## config.mk

```make
export PLATFORM = sky130hd
export DESIGN_NAME = seg7_scan_reader_flat
export DESIGN_NICKNAME = d
export VERILOG_FILES = /design/src/rtl/seg7_scan_if.sv /design/src/rtl/seg7_scan_reader.sv /design/src/flat_wrapper.sv
export SDC_FILE = /design/constraint.sdc
export NUM_CORES = 1
export LEC_CHECK = 0
export ABC_AREA = 1
export CORE_MARGIN = 10
export CORE_UTILIZATION = 30
export CTS_CLUSTER_SIZE = 30
export DETAILED_ROUTE_END_ITERATION = 7
export PLACE_DENSITY = 0.45
export REMOVE_ABC_BUFFERS = 1
export SETUP_SLACK_MARGIN = 0.3
export SYNTH_ARGS = -nofsm -noshare
export SYNTH_HDL_FRONTEND = slang
export SYNTH_SLANG_ARGS = --single-unit
export TNS_END_PERCENT = 30
```

## constraint.sdc

```tcl
create_clock -name clk -period 1.8 [get_ports clk]
set_clock_uncertainty 0.05 [all_clocks]
set_input_delay 0.54 -clock clk [delete_from_list [all_inputs] [get_ports clk]]
set_output_delay 0.54 -clock clk [all_outputs]
set_load 0.005 [all_outputs]
```

## src/rtl/seg7_scan_if.sv

```systemverilog
// Bus between a multiplexed 7-segment display monitor and its consumer.
// The master drives the scanned display lines and reads back the decoded value.
interface seg7_scan_if #(
    parameter int DIGITS = 4
);
    logic [7:0]          seg_n;
    logic [DIGITS-1:0]   an_n;
    logic                err_clr;
    logic [4*DIGITS-1:0] value;
    logic [DIGITS-1:0]   dp;
    logic [DIGITS-1:0]   digit_valid;
    logic                frame_valid;
    logic                err_flag;
    logic [2:0]          err_digit;

    modport master (
        output seg_n, an_n, err_clr,
        input  value, dp, digit_valid, frame_valid, err_flag, err_digit
    );

    modport slave (
        input  seg_n, an_n, err_clr,
        output value, dp, digit_valid, frame_valid, err_flag, err_digit
    );
endinterface

```

## src/rtl/seg7_scan_reader.sv

```systemverilog
// Reads a multiplexed active-low 7-segment bus back into hex nibbles: waits for a
// stable one-hot anode slot, decodes the glyph and tracks frame completion and errors.
module seg7_scan_reader #(
    parameter int DIGITS     = 4,
    parameter int STABLE_CYC = 4
) (
    input logic        clk,
    input logic        rst_n,
    seg7_scan_if.slave bus
);
    localparam int         W       = DIGITS + 8;
    localparam logic [7:0] CNT_MAX = 8'(STABLE_CYC - 1);

    localparam logic [1:0] WAIT_SEL = 2'd0;
    localparam logic [1:0] QUAL     = 2'd1;
    localparam logic [1:0] CAPTURE  = 2'd2;
    localparam logic [1:0] HOLD     = 2'd3;

    // Returns {illegal, legal, nibble}; blank and illegal glyphs both yield nibble 0.
    function automatic logic [5:0] decode(input logic [6:0] x);
        case (x)
            7'h3F:   decode = {2'b01, 4'h0};
            7'h06:   decode = {2'b01, 4'h1};
            7'h5B:   decode = {2'b01, 4'h2};
            7'h4F:   decode = {2'b01, 4'h3};
            7'h66:   decode = {2'b01, 4'h4};
            7'h6D:   decode = {2'b01, 4'h5};
            7'h7D:   decode = {2'b01, 4'h6};
            7'h07:   decode = {2'b01, 4'h7};
            7'h7F:   decode = {2'b01, 4'h8};
            7'h6F:   decode = {2'b01, 4'h9};
            7'h77:   decode = {2'b01, 4'hA};
            7'h7C:   decode = {2'b01, 4'hB};
            7'h39:   decode = {2'b01, 4'hC};
            7'h5E:   decode = {2'b01, 4'hD};
            7'h79:   decode = {2'b01, 4'hE};
            7'h71:   decode = {2'b01, 4'hF};
            7'h00:   decode = {2'b00, 4'h0};
            default: decode = {2'b10, 4'h0};
        endcase
    endfunction

    function automatic logic [7:0] cnt_sat_inc(input logic [7:0] c);
        return (c == CNT_MAX) ? c : c + 8'd1;
    endfunction

    logic [W-1:0]        in_d;
    logic [W-1:0]        in_q;
    logic [W-1:0]        held_q;
    logic [7:0]          cnt;
    logic [1:0]          state;
    logic [DIGITS-1:0]   capture_mask;
    logic [DIGITS-1:0]   mask_next;
    logic [DIGITS-1:0]   sel;
    logic                sel_onehot;
    logic [2:0]          sel_idx;
    logic                fresh;
    logic                capture;
    logic [5:0]          glyph;

    logic [4*DIGITS-1:0] value_r;
    logic [DIGITS-1:0]   dp_r;
    logic [DIGITS-1:0]   digit_valid_r;
    logic                frame_valid_r;
    logic                err_flag_r;
    logic [2:0]          err_digit_r;

    assign in_d       = {bus.an_n, bus.seg_n};
    assign sel        = ~in_q[W-1:8];
    assign sel_onehot = (sel != '0) && ((sel & (sel - DIGITS'(1))) == '0);
    assign fresh      = (cnt == 8'd0);
    assign capture    = (state == QUAL) && !fresh && (cnt == CNT_MAX);
    assign glyph      = decode(~in_q[6:0]);
    assign mask_next  = capture_mask | sel;

    always_comb begin
        sel_idx = '0;
        for (int i = 0; i < DIGITS; i++) begin
            if (sel[i]) sel_idx = 3'(i);
        end
    end

    // Input sample and stability counter: cnt counts how long in_q has been unchanged.
    always_ff @(posedge clk or negedge rst_n) begin
        if (!rst_n) begin
            in_q <= '0;
            cnt  <= '0;
        end else begin
            in_q <= in_d;
            cnt  <= (in_d != in_q) ? 8'd0 : cnt_sat_inc(cnt);
        end
    end

    // Slot FSM; the digit write happens on the edge that enters CAPTURE.
    always_ff @(posedge clk or negedge rst_n) begin
        if (!rst_n) begin
            state  <= WAIT_SEL;
            held_q <= '0;
        end else begin
            case (state)
                WAIT_SEL: if (sel_onehot) state <= QUAL;
                QUAL: begin
                    if (fresh) begin
                        if (!sel_onehot) state <= WAIT_SEL;
                    end else if (cnt == CNT_MAX) begin
                        state  <= CAPTURE;
                        held_q <= in_q;
                    end
                end
                CAPTURE: state <= HOLD;
                default: begin
                    // Compare against the captured slot so a change during CAPTURE is not missed.
                    if (in_q != held_q) state <= sel_onehot ? QUAL : WAIT_SEL;
                end
            endcase
        end
    end

    // Output registers, frame tracking and sticky error.
    always_ff @(posedge clk or negedge rst_n) begin
        if (!rst_n) begin
            value_r       <= '0;
            dp_r          <= '0;
            digit_valid_r <= '0;
            frame_valid_r <= 1'b0;
            capture_mask  <= '0;
            err_flag_r    <= 1'b0;
            err_digit_r   <= '0;
        end else begin
            frame_valid_r <= 1'b0;
            if (capture) begin
                for (int i = 0; i < DIGITS; i++) begin
                    if (sel[i]) begin
                        value_r[4*i +: 4] <= glyph[3:0];
                        digit_valid_r[i]  <= glyph[4];
                        dp_r[i]           <= ~in_q[7];
                    end
                end
                if (mask_next == '1) begin
                    frame_valid_r <= 1'b1;
                    capture_mask  <= '0;
                end else begin
                    capture_mask  <= mask_next;
                end
            end
            if (capture && glyph[5]) begin
                err_flag_r  <= 1'b1;
                err_digit_r <= sel_idx;
            end else if (bus.err_clr) begin
                err_flag_r  <= 1'b0;
            end
        end
    end

    assign bus.value       = value_r;
    assign bus.dp          = dp_r;
    assign bus.digit_valid = digit_valid_r;
    assign bus.frame_valid = frame_valid_r;
    assign bus.err_flag    = err_flag_r;
    assign bus.err_digit   = err_digit_r;
endmodule

```

## src/flat_wrapper.sv

```systemverilog
// flat-port wrapper written by rule: the top's interface ports become plain ports
module seg7_scan_reader_flat 
#(
    parameter int DIGITS     = 4,
    parameter int STABLE_CYC = 4
)
  (clk, rst_n, bus_seg_n, bus_an_n, bus_err_clr, bus_value, bus_dp, bus_digit_valid, bus_frame_valid, bus_err_flag, bus_err_digit);
  seg7_scan_if #(.DIGITS(DIGITS)) bus_i ();
  input logic clk;
  input logic rst_n;
  input wire logic [$bits(bus_i.seg_n)-1:0] bus_seg_n;
  input wire logic [$bits(bus_i.an_n)-1:0] bus_an_n;
  input wire logic [$bits(bus_i.err_clr)-1:0] bus_err_clr;
  output wire logic [$bits(bus_i.value)-1:0] bus_value;
  output wire logic [$bits(bus_i.dp)-1:0] bus_dp;
  output wire logic [$bits(bus_i.digit_valid)-1:0] bus_digit_valid;
  output wire logic [$bits(bus_i.frame_valid)-1:0] bus_frame_valid;
  output wire logic [$bits(bus_i.err_flag)-1:0] bus_err_flag;
  output wire logic [$bits(bus_i.err_digit)-1:0] bus_err_digit;
  assign bus_i.seg_n = bus_seg_n;
  assign bus_i.an_n = bus_an_n;
  assign bus_i.err_clr = bus_err_clr;
  assign bus_value = bus_i.value;
  assign bus_dp = bus_i.dp;
  assign bus_digit_valid = bus_i.digit_valid;
  assign bus_frame_valid = bus_i.frame_valid;
  assign bus_err_flag = bus_i.err_flag;
  assign bus_err_digit = bus_i.err_digit;
  seg7_scan_reader #(.DIGITS(DIGITS), .STABLE_CYC(STABLE_CYC)) u_core (.clk(clk), .rst_n(rst_n), .bus(bus_i));
endmodule
```

==> impl_metrics.toml <==
[synthesis]
synth_seq_cells = 66
synth-simple-area-share = 0.307
synth_commonest_cells = "sky130_fd_sc_hd__nand2_1, sky130_fd_sc_hd__dfrtp_1, sky130_fd_sc_hd__nor2_1"
synth.area.top_cells = "sky130_fd_sc_hd__dfrtp_1, sky130_fd_sc_hd__nand2_1, sky130_fd_sc_hd__nor2_1, sky130_fd_sc_hd__inv_1, sky130_fd_sc_hd__xnor2_1"
synth-edff-count = 0
combinational_family_with_the_most_area_after_synthesis = "simple AND/OR/NAND/NOR gates"
ys.flop_type = "sky130_fd_sc_hd__dfrtp_1"
synth_sequential_area_ratio = 0.477
ys_async_sr_fraction = 1.00
yosys-mux-area-fraction = 0
post_synth_instance_area_mm2 = 0.00346
synth_top_cell_by_area = "sky130_fd_sc_hd__dfrtp_1"
synth_cell_types = 36
synth_cells = 435
syn-mean-instance-area_um2 = 7.96
share_of_synthesized_cell_area_in_full_adder_half_adder_and_majority_cells = 0.00723
yosys.area_share.xor_xnor = 0.0557
synth_top_area_frac = 0.477
post-synth-top-count-cell = "sky130_fd_sc_hd__nand2_1"
synth_warnings = 0
fraction_of_the_mapped_netlist_area_in_compound_gates = 0.0756

[final_layout]
n_antenna_cell = 0
fin_cells = 681
nets = 551
finalInstanceArea_mm2 = 0.00493
area_growth_pct = 42.3
layout-drive-gt1-share = 0.342

[clock_tree]
cts_tree = "yes"
worst_case_clock_buffer_depth = 2
h-tree-depth = 3
clock_latency_late_sink_ns = 0.33
cts_inserted_buffers = 9
path_clk_slew_ns = 0.06
clock_sink_count = 66
cts_root_buf = "sky130_fd_sc_hd__clkbuf_16"

[drt]
route.vias.total = 3024
routed_via_density = 4.44
detailed_router_s_first_iteration_violation_count = 180
detailedRoute.firstPassIterationCount = 4
route.detailed.drc = 0
avgRoutedWirePerCell_um = 13.3
route.antenna.remaining_nets = 0
routed_wirelength_mm = 9.06

[die]
io_pins = 44
core_mm2 = 0.0114
placementRows = 39
die-area_mm2 = 0.0162
die_w_um = 127
fp.dieH_um = 127
starting_utilization_of_the_core_area = 0.304

[critical_path]
worst_path_largest_cell_delay_ns = 0.48
critPathKind = "flop to flop"
timing.critical_path.from = "u_core.in_q[0]"
critical_path.endpoint_type = "flop"
series_of_cell_instances_along_the_critical_path = "nor2_2, nand2_2, nor2_1, nor2_1, nand2_1, nor2_2, nand4_1, o21ai_0"
worst-endpoint-arrival_ns = 1.82
crit_required_ns = 1.96
r2r-start = "u_core.in_q[0]"
worst_path_buf_inv = 0
highest_fanout_seen_on_the_critical_path = 6
critical_path_slowest_stage_cell = "sky130_fd_sc_hd__dfrtp_2"
largest_delay_contributor_family_on_the_critical_path = "simple AND/OR/NAND/NOR gates"
critical_path.startpoint_type = "flop"
setup.reg_to_reg.worst_slack_ns = 0.13

[timing]
final-max-slew-violation-count = 0
rsz0062_at_grt = "yes"
fin_hold_ws_ns = 0.168
timing.fmax_mhz = 600
post-route-min-period_ns = 1.67
report.final.setup_viol = 0
finalHoldViolCount = 0
fin_crit_sh = 0.925
finalWorstSetupSlack_ns = 0.135

[global_route]
grt_antenna_before_repair = 0
grt_most_used_layer = "met2"
globalRouteOverflowTotal = 0
grt_use_total = 0.112
grt.met2_usage = 0.167
met3_track_utilization_from_global_routing = 0.0223
pin_count_of_the_biggest_net_entering_global_routing = 67
grt_first_pass_wirelength_mm = 14.7
grt_util_met1 = 0.150
vias_in_the_first_global_route = 2921

[run]
timing.max_cap.violations = 0

[placed_design]
hpwl_mm = 6.39
placement.io_buffers = 42
placed_cells = 632
post_dp_cell_area_mm2 = 0.00421
place_congestion = 0.829
dpl_worst_slack_ns = -0.358

[status]
run_status = "finished clean"

[pwr]
power-per-cell-area_mw_per_mm2 = 731
power.ir.vdd_worst_mv = 0.326
total_leakage_power_nw = 2.53

[worst_hold_path]
hp-class = "primary input to asynchronous set/reset pin"
repair_timing:
item	CTS	global route
pin swaps	19	21
gates cloned	0	1
buffers inserted	18	15
setup endpoints to repair	82	61
resized for setup	136	53
hold buffers	0	0
area by class of cell:
type                       instances  area [µm²]
multi-input combinational        310        1790
clock buffer                      14         284
timing repair buffer             101         826
inverter                          46         183
sequential                        66        1660
clock inverter                     1        7.51
tap                              143         179
fill                            1161        6440
layer usage:
metal	vias to the layer above	share of wire	wire, µm
li1	1572	-	-
met5	-	0	0
met4	0	0.020	181
met1	1386	0.48	4360
met2	54	0.46	4130
met3	12	0.042	383
through the flow:
stage               total power, mW  utilization  TNS (ns)
detailed placement             1.87        0.370     -2.43
finish                         3.60        0.433         0
floorplan                      1.72            -         0
CTS                            3.61        0.409         0
global route                   3.74        0.433         0
global placement               1.86        0.370     -2.27
state kept, by name, indices dropped and copies added (netlist names), 4 cells and up:
register and count:
u_core.bus.value 16, u_core.bus.digit_valid 4, u_core.in_q 12, u_core.capture_mask 4, u_core.cnt 8, u_core.held_q 12
u_core.bus.dp 4
kinds of logic after synthesis:
group,Yosys count
compound gates,43
xor+xnor,22
fa+ha+maj,2
buf+inv,60
flops,66
other cells,1
simple gates,241
cell usage in the layout, fill, tap and decap left out, types with 2 or more instances in the layout:
cell,count
sky130_fd_sc_hd__inv_2,10
sky130_fd_sc_hd__o21ai_0,11
sky130_fd_sc_hd__dlygate4sd2_1,18
sky130_fd_sc_hd__buf_2,22
sky130_fd_sc_hd__nor3_2,5
sky130_fd_sc_hd__a21oi_1,11
sky130_fd_sc_hd__nand2_1,119
sky130_fd_sc_hd__dfrtp_2,6
sky130_fd_sc_hd__nand4_1,8
sky130_fd_sc_hd__xnor2_1,10
sky130_fd_sc_hd__a21oi_2,2
sky130_fd_sc_hd__nor2_1,38
sky130_fd_sc_hd__buf_12,4
sky130_fd_sc_hd__nor2_4,5
sky130_fd_sc_hd__o21ai_2,6
sky130_fd_sc_hd__nand3_2,6
sky130_fd_sc_hd__xnor2_2,5
sky130_fd_sc_hd__inv_1,32
sky130_fd_sc_hd__xor2_1,6
sky130_fd_sc_hd__o21ai_1,7
sky130_fd_sc_hd__buf_6,12
sky130_fd_sc_hd__clkbuf_8,4
sky130_fd_sc_hd__inv_4,4
sky130_fd_sc_hd__clkdlybuf4s50_1,2
sky130_fd_sc_hd__nand2_2,12
sky130_fd_sc_hd__buf_4,43
sky130_fd_sc_hd__nand2_4,4
sky130_fd_sc_hd__nand3_1,13
sky130_fd_sc_hd__nor2_2,14
sky130_fd_sc_hd__o21a_1,2
sky130_fd_sc_hd__clkbuf_16,9
sky130_fd_sc_hd__dfrtp_1,60
sky130_fd_sc_hd__nor3_1,9
worst paths after layout:
path                                        endpoint  cells after the start
hold reg to reg            u_core.bus.digit_valid[1]                      2
min in group clk           u_core.bus.digit_valid[1]                      2
hold / removal                  u_core.bus.value[15]                      2
setup / recovery                 u_core.bus.err_flag                      8
max in group asynchronous             u_core.in_q[3]                      2
setup reg to reg                 u_core.bus.err_flag                      8
report_power, final:
part / internal [mW] / leakage (nW) / switching [mW]
Clock: 1.08 / 0.141 / 0.627
Sequential: 1.51 / 0.887 / 0.0418
Combinational: 0.146 / 1.50 / 0.198
Power figures use the tool's default switching activity.
